### src/rtl/prbs_pkg.sv
// Shared types and defaults for the PRBS bit-error-rate controller.
package prbs_pkg;

   localparam int CNT_W_DEF = 16;
   localparam int RLK_W_DEF = 8;

   typedef enum logic [2:0] {
      IDLE,
      LOCK,
      MEAS,
      DRAIN,
      DONE
   } state_e;

endpackage

### src/rtl/prbs_sat_cnt.sv
// Up counter with synchronous clear and saturation at all-ones.
module prbs_sat_cnt #(
   parameter int W = 16
) (
   input  logic         ck,
   input  logic         rst_n,
   input  logic         clr,
   input  logic         en,
   output logic [W-1:0] q
);

   always_ff @(posedge ck or negedge rst_n) begin
      if (!rst_n) begin
         q <= '0;
      end else if (clr) begin
         q <= '0;
      end else if (en && (q != '1)) begin
         q <= q + W'(1);
      end
   end

endmodule

### src/rtl/prbs_ber_ctrl.sv
// PRBS BER test controller: lock, measure a window, drain, report.
// Define PRBS_BER_CTRL_RELOCK_EN to re-enter LOCK when lock drops in MEAS.
module prbs_ber_ctrl
   import prbs_pkg::*;
#(
   parameter int CNT_W = CNT_W_DEF,
   parameter int RLK_W = RLK_W_DEF
) (
   input  logic             ck,
   input  logic             rst_n,
   input  logic             i_start,
   input  logic             i_abort,
   input  logic             i_din_vld,
   input  logic [CNT_W-1:0] i_win_len,
   input  logic [CNT_W-1:0] i_lock_to,
   input  logic [CNT_W-1:0] i_err_thr,
   input  logic             i_lck,
   input  logic             i_err,
   input  logic             i_vld,
   output logic             o_req,
   output logic             o_busy,
   output logic             o_done,
   output logic             o_pass,
   output logic             o_timeout,
   output logic [CNT_W-1:0] o_bit_cnt,
   output logic [CNT_W-1:0] o_err_cnt,
   output logic [RLK_W-1:0] o_rlk_cnt
);

   state_e           state;
   logic [CNT_W-1:0] win;
   logic [CNT_W-1:0] lock_to;
   logic [CNT_W-1:0] thr;
   logic [CNT_W-1:0] to_cnt;

   logic in_lock;
   logic in_meas;
   logic in_drain;
   logic go;
   logic lost_lock;
   logic bit_end;
   logic to_end;
   logic meas_clr;
   logic bit_en;
   logic err_en;
   logic to_clr;
   logic to_en;

   assign in_lock  = (state == LOCK);
   assign in_meas  = (state == MEAS);
   assign in_drain = (state == DRAIN);
   assign o_req    = i_din_vld & (in_lock | in_meas);
   assign o_busy   = (state != IDLE);
   assign go       = (state == IDLE) & i_start & ~i_abort;

`ifdef PRBS_BER_CTRL_RELOCK_EN
   assign lost_lock = in_meas & ~i_lck;
`else
   assign lost_lock = 1'b0;
`endif

   // End a phase on the request that reaches the limit, so no extra
   // request is issued past the window or timeout.
   assign bit_end = (o_bit_cnt == win)
                  | (o_req & ((o_bit_cnt + CNT_W'(1)) == win));
   assign to_end  = (to_cnt == lock_to)
                  | (o_req & ((to_cnt + CNT_W'(1)) == lock_to));

   assign meas_clr = go | ((in_lock & i_lck) & ~i_abort)
                   | (lost_lock & ~i_abort);
   assign bit_en   = in_meas & o_req & (o_bit_cnt != win) & ~i_abort;
   assign err_en   = (in_meas | in_drain) & i_vld & i_err & ~i_abort;
   assign to_clr   = go | (lost_lock & ~i_abort);
   assign to_en    = in_lock & o_req & (to_cnt != lock_to) & ~i_abort;

   prbs_sat_cnt #(.W(CNT_W)) u_bit_cnt (
      .ck    (ck),
      .rst_n (rst_n),
      .clr   (meas_clr),
      .en    (bit_en),
      .q     (o_bit_cnt)
   );

   prbs_sat_cnt #(.W(CNT_W)) u_err_cnt (
      .ck    (ck),
      .rst_n (rst_n),
      .clr   (meas_clr),
      .en    (err_en),
      .q     (o_err_cnt)
   );

   prbs_sat_cnt #(.W(CNT_W)) u_to_cnt (
      .ck    (ck),
      .rst_n (rst_n),
      .clr   (to_clr),
      .en    (to_en),
      .q     (to_cnt)
   );

`ifdef PRBS_BER_CTRL_RELOCK_EN
   prbs_sat_cnt #(.W(RLK_W)) u_rlk_cnt (
      .ck    (ck),
      .rst_n (rst_n),
      .clr   (go),
      .en    (lost_lock & ~i_abort),
      .q     (o_rlk_cnt)
   );
`else
   assign o_rlk_cnt = '0;
`endif

   always_ff @(posedge ck or negedge rst_n) begin
      if (!rst_n) begin
         state     <= IDLE;
         win       <= '0;
         lock_to   <= '0;
         thr       <= '0;
         o_done    <= 1'b0;
         o_pass    <= 1'b0;
         o_timeout <= 1'b0;
      end else begin
         o_done <= 1'b0;
         if (i_abort) begin
            state <= IDLE;
         end else begin
            unique case (state)
               IDLE: begin
                  if (i_start) begin
                     state     <= LOCK;
                     win       <= i_win_len;
                     lock_to   <= i_lock_to;
                     thr       <= i_err_thr;
                     o_pass    <= 1'b0;
                     o_timeout <= 1'b0;
                  end
               end
               LOCK: begin
                  if (i_lck) begin
                     state <= MEAS;
                  end else if (to_end) begin
                     state     <= DONE;
                     o_timeout <= 1'b1;
                     o_pass    <= 1'b0;
                  end
               end
               MEAS: begin
                  if (lost_lock) begin
                     state <= LOCK;
                  end else if (bit_end) begin
                     state <= DRAIN;
                  end
               end
               DRAIN: begin
                  state <= DONE;
               end
               DONE: begin
                  o_pass <= ~o_timeout & (o_err_cnt <= thr);
                  o_done <= 1'b1;
                  state  <= IDLE;
               end
               default: begin
                  state <= IDLE;
               end
            endcase
         end
      end
   end

endmodule

### config.mk
export PLATFORM = sky130hd
export DESIGN_NAME = prbs_ber_ctrl
export DESIGN_NICKNAME = d
export VERILOG_FILES = /design/src/rtl/prbs_pkg.sv /design/src/rtl/prbs_sat_cnt.sv /design/src/rtl/prbs_ber_ctrl.sv
export SDC_FILE = /design/constraint.sdc
export NUM_CORES = 1
export LEC_CHECK = 0
export ABC_AREA = 1
export BUFFER_PORTS_ARGS = -buffer_cell sky130_fd_sc_hd__buf_4
export CAP_MARGIN = 0
export CELL_PAD_IN_SITES_DETAIL_PLACEMENT = 2
export CELL_PAD_IN_SITES_GLOBAL_PLACEMENT = 2
export CORE_ASPECT_RATIO = 1.5
export CORE_UTILIZATION = 32
export CTS_CLUSTER_DIAMETER = 50
export DETAILED_ROUTE_END_ITERATION = 10
export PLACE_DENSITY_LB_ADDON = 0.05
export SLEW_MARGIN = 30
export SYNTH_ARGS = -nofsm -noshare
export SYNTH_HDL_FRONTEND = slang
export SYNTH_SLANG_ARGS = --single-unit
### constraint.sdc
create_clock -name ck -period 3 [get_ports ck]
set_clock_uncertainty 0.15 [all_clocks]
set_input_delay 0.15 -clock ck [delete_from_list [all_inputs] [get_ports ck]]
set_output_delay 0.15 -clock ck [all_outputs]
set_load 0.01 [all_outputs]
==> qor.yml <==
timing:
  maxSlewHeadroom_pct: 44.0
  fmax_mhz: 381
  finalHoldViolCount: 0
  setup_viol: 0
  holdWs_ns: 0.125
  grt_setup_unrepaired: "false"
  layout_min_cycle_time_ns: 2.63
  period_share_pct: 87.6
  tightest_slew_ns: 0.840
  slew_violations: 0
  finalSetupTns_ns: 0
finish:
  seqCellArea_sq_mm: 0.00255
  syn2layout_area_growth_pct: 28.6
  fill_cells: 2215
  postLayoutCellArea_sq_mm: 0.00790
  layout.nets: 1054
  utilization_pct: 42.2
  drive_gt1_share_pct: 13.0
  num_antenna_cells: 0
  multiInputGateArea_sq_mm: 0.00316
global_route:
  grt_start_max_net_pins: 82
  grt_pass1_wl_mm: 35.4
  antenna_found_initial: 0
  gr-usage-all-layers_pct: 23.7
  grt_overflow_total: 0
  grt_pass1_vias: 6750
critical_path:
  required_ns: 3.10
  reg2reg_depth: 13
  cp-start-kind: "flop"
  cp_max_fo: 9
  path_class: "flop to flop"
  cp.arrival_ns: 2.73
  worstSetupEndpointType: "flop"
power:
  ir_worst_vdd_mv: 0.244
  switchingPower_mw: 1.68
  p_clk_share_pct: 25.6
  total_power_mw: 4.50
  p_int_mw: 2.82
  p_per_area_mw_per_mm2: 570
  power.leakage_nw: 3.91
  switching_share_pct: 37.4
  combPwrFrac_pct: 32.3
  p_seq_share_pct: 42.1
logic_synthesis:
  synth_compound_area_share_pct: 8.92
  synth_top_area_share_pct: 41.5
  synthXorXnorAreaFrac_pct: 7.84
  synth_area_sq_mm: 0.00614
  synth_top_area_cell: "dfrtp_1"
  yosys_most_used_dff: "dfrtp_1"
  synthMuxAreaShare_pct: 0
  syn-mean-instance-area_sq_um: 7.37
  ys_ff_latch: 102
  seq_area_frac_synth_pct: 41.5
  synth_warnings: 0
  yosysUniqueCellTypes: 41
  async_flop_share_pct: 100
  netlist_top_cells_area: "dfrtp_1 (42%), nand2_1 (16%), xor2_1 (5.6%)"
  synth-edff-count: 0
  synth_top_family_by_area: "simple AND/OR/NAND/NOR gates"
  synth_cells: 834
  synth-simple-area-share_pct: 30.2
  synthAdderAreaFrac_pct: 3.87
clock_tree:
  cts_root_buffer: "clkbuf_16"
  htree_levels: 3
  hold_buffers: 51
  clockBufferDepth: 2
  clk_pin_slew_ns: 0.07
  cts_setup_buffers: 0
  ctsResizeCount: 0
  cts_sinks: 102
  cts_buffers: 9
  cts_tree: "done"
  clock_latency_ns: 0.36
die:
  start_util_pct: 32.9
  core_area_sq_mm: 0.0187
  io_pins: 101
  rows: 61
  die_x_microns: 115
  die_h_microns: 172
  die-area_sq_mm: 0.0198
routing:
  ant_nets: 0
  drc_errors: 0
  routed_wl_mm: 22.3
  drt_first_pass_iters: 4
  wl_per_cell_microns: 18.0
  drt_iter0_markers: 194
  via_per_inst: 4.92
  via_count: 6085
run_status:
  status: "complete, no violations"
placed_design:
  port-buffer-count: 92
  gp_congestion: 0.873
  dpl.hpwl_mm: 16.9
  place_area_sq_mm: 0.00711
flow_run:
  drv_cap: 0
hold_path:
  min_path_type: "primary input to flop"
  whs_path_depth: 5
cell type report:
class                           instances  share of cell area, %
Timing Repair Buffer                  151                   16.0
Clock inverter                          2                  0.206
Clock buffer                           14                   3.34
Multi-Input combinational cell        626                   39.9
Tap cell                              252                   3.99
Inverter                               89                   4.23
Sequential cell                       102                   32.3
state kept, by name, indices dropped and copies added, names as in the netlist:
name         cells
u_bit_cnt.q     16
u_to_cnt.q      16
thr             16
win             16
o_done           1
lock_to         16
o_timeout        1
state            3
o_pass           1
u_err_cnt.q     16
per-layer routing:
metal	wire length [microns]	up-vias	global-route usage [%]
li1	-	2936	-
met1	8870	3027	25.5
met2	12400	90	46.3
met3	470	32	2.96
met4	560	0	8.64
met5	0	-	0
critical path, stage by stage (launching register included):
cell	delay [ns]
dfrtp_1	0.47
ha_1	0.26
nand2_1	0.11
nor2_1	0.08
nand2_1	0.09
nor2_1	0.08
nand3_1	0.11
inv_1	0.10
a21oi_4	0.24
inv_1	0.20
nor3_1	0.37
nand3_1	0.13
nand2_1	0.09
nor2_1	0.04
through the flow:
step / worst slack [ns] / cells
after floorplan: 0.770 / 841
after global placement: 0.591 / 1169
after detailed placement: 0.401 / 1169
after CTS: 0.385 / 1236
after global routing: 0.129 / 1236
final: 0.372 / 1236
worst paths after layout:
kind / start / endpoint / slack [ns]
max: u_err_cnt.q[0] / u_err_cnt.q[13] / 0.37
min: i_start / state[0] / 0.13
max reg2reg: u_err_cnt.q[0] / u_err_cnt.q[13] / 0.37
min reg2reg: lock_to[10] / lock_to[10] / 0.35
max in group asynchronous: rst_n / u_to_cnt.q[8] / 1.64
min in group asynchronous: rst_n / u_bit_cnt.q[10] / 0.23
layout by cell type (no fill, tap or decap), types with 2 or more instances in the layout:
cell type      netlist  layout
a21oi_1             25      25
ha_1                19      19
inv_2                4       4
xor2_1              39      39
nand2_1            265     265
nand4_1             17      17
a31oi_1              3       3
o21ai_0             47      47
nor3_1              20      20
nor2_1              88      88
or2_2                2       2
clkbuf_1            12       3
nand2_2              2       2
nand3b_1             4       4
xnor2_1             16      16
nor2_2               3       3
inv_1               85      85
clkbuf_8             0       2
buf_4                9     100
conb_1               1       8
dlygate4sd3_1        0      51
o22ai_1              8       8
dfrtp_1            102     102
clkbuf_16            0       9
o21bai_1             3       3
nand3_1             41      41
cell usage after synthesis, types with 2 or more instances:
master / instances
dfrtp_1: 102
nand3b_1: 4
ha_1: 19
nand4_1: 17
a21oi_1: 25
nand3_1: 41
buf_2: 2
inv_1: 85
nor2_2: 3
nand2_2: 2
clkbuf_1: 12
o22ai_1: 8
xor2_1: 39
inv_2: 4
nor3_1: 20
nor2_1: 88
nand2_1: 265
xnor2_1: 16
buf_4: 9
a31oi_1: 3
o21ai_0: 47
or2_2: 2
o21bai_1: 3
kinds of logic (layout without fill, tap and decap cells):
logic type / count (synthesis) / after routing
AOI/OAI and AO/OA: 97 / 97
xor gates and xnor gates: 55 / 55
adders and majority gates: 19 / 19
buffers and inverters: 113 / 256
DFF: 102 / 102
other: 1 / 8
and+or+nand+nor: 447 / 447
power groups by stage:
stage	Sequential [mW]	Clock [mW]	Combinational, mW
finish	1.89	1.15	1.45
floorplan	1.83	0	0.926
global placement	1.91	0	1.35
CTS	1.90	1.20	1.48
detailed placement	1.92	0	1.41
global route	1.93	1.24	1.64
Power figures use the tool's default switching activity.
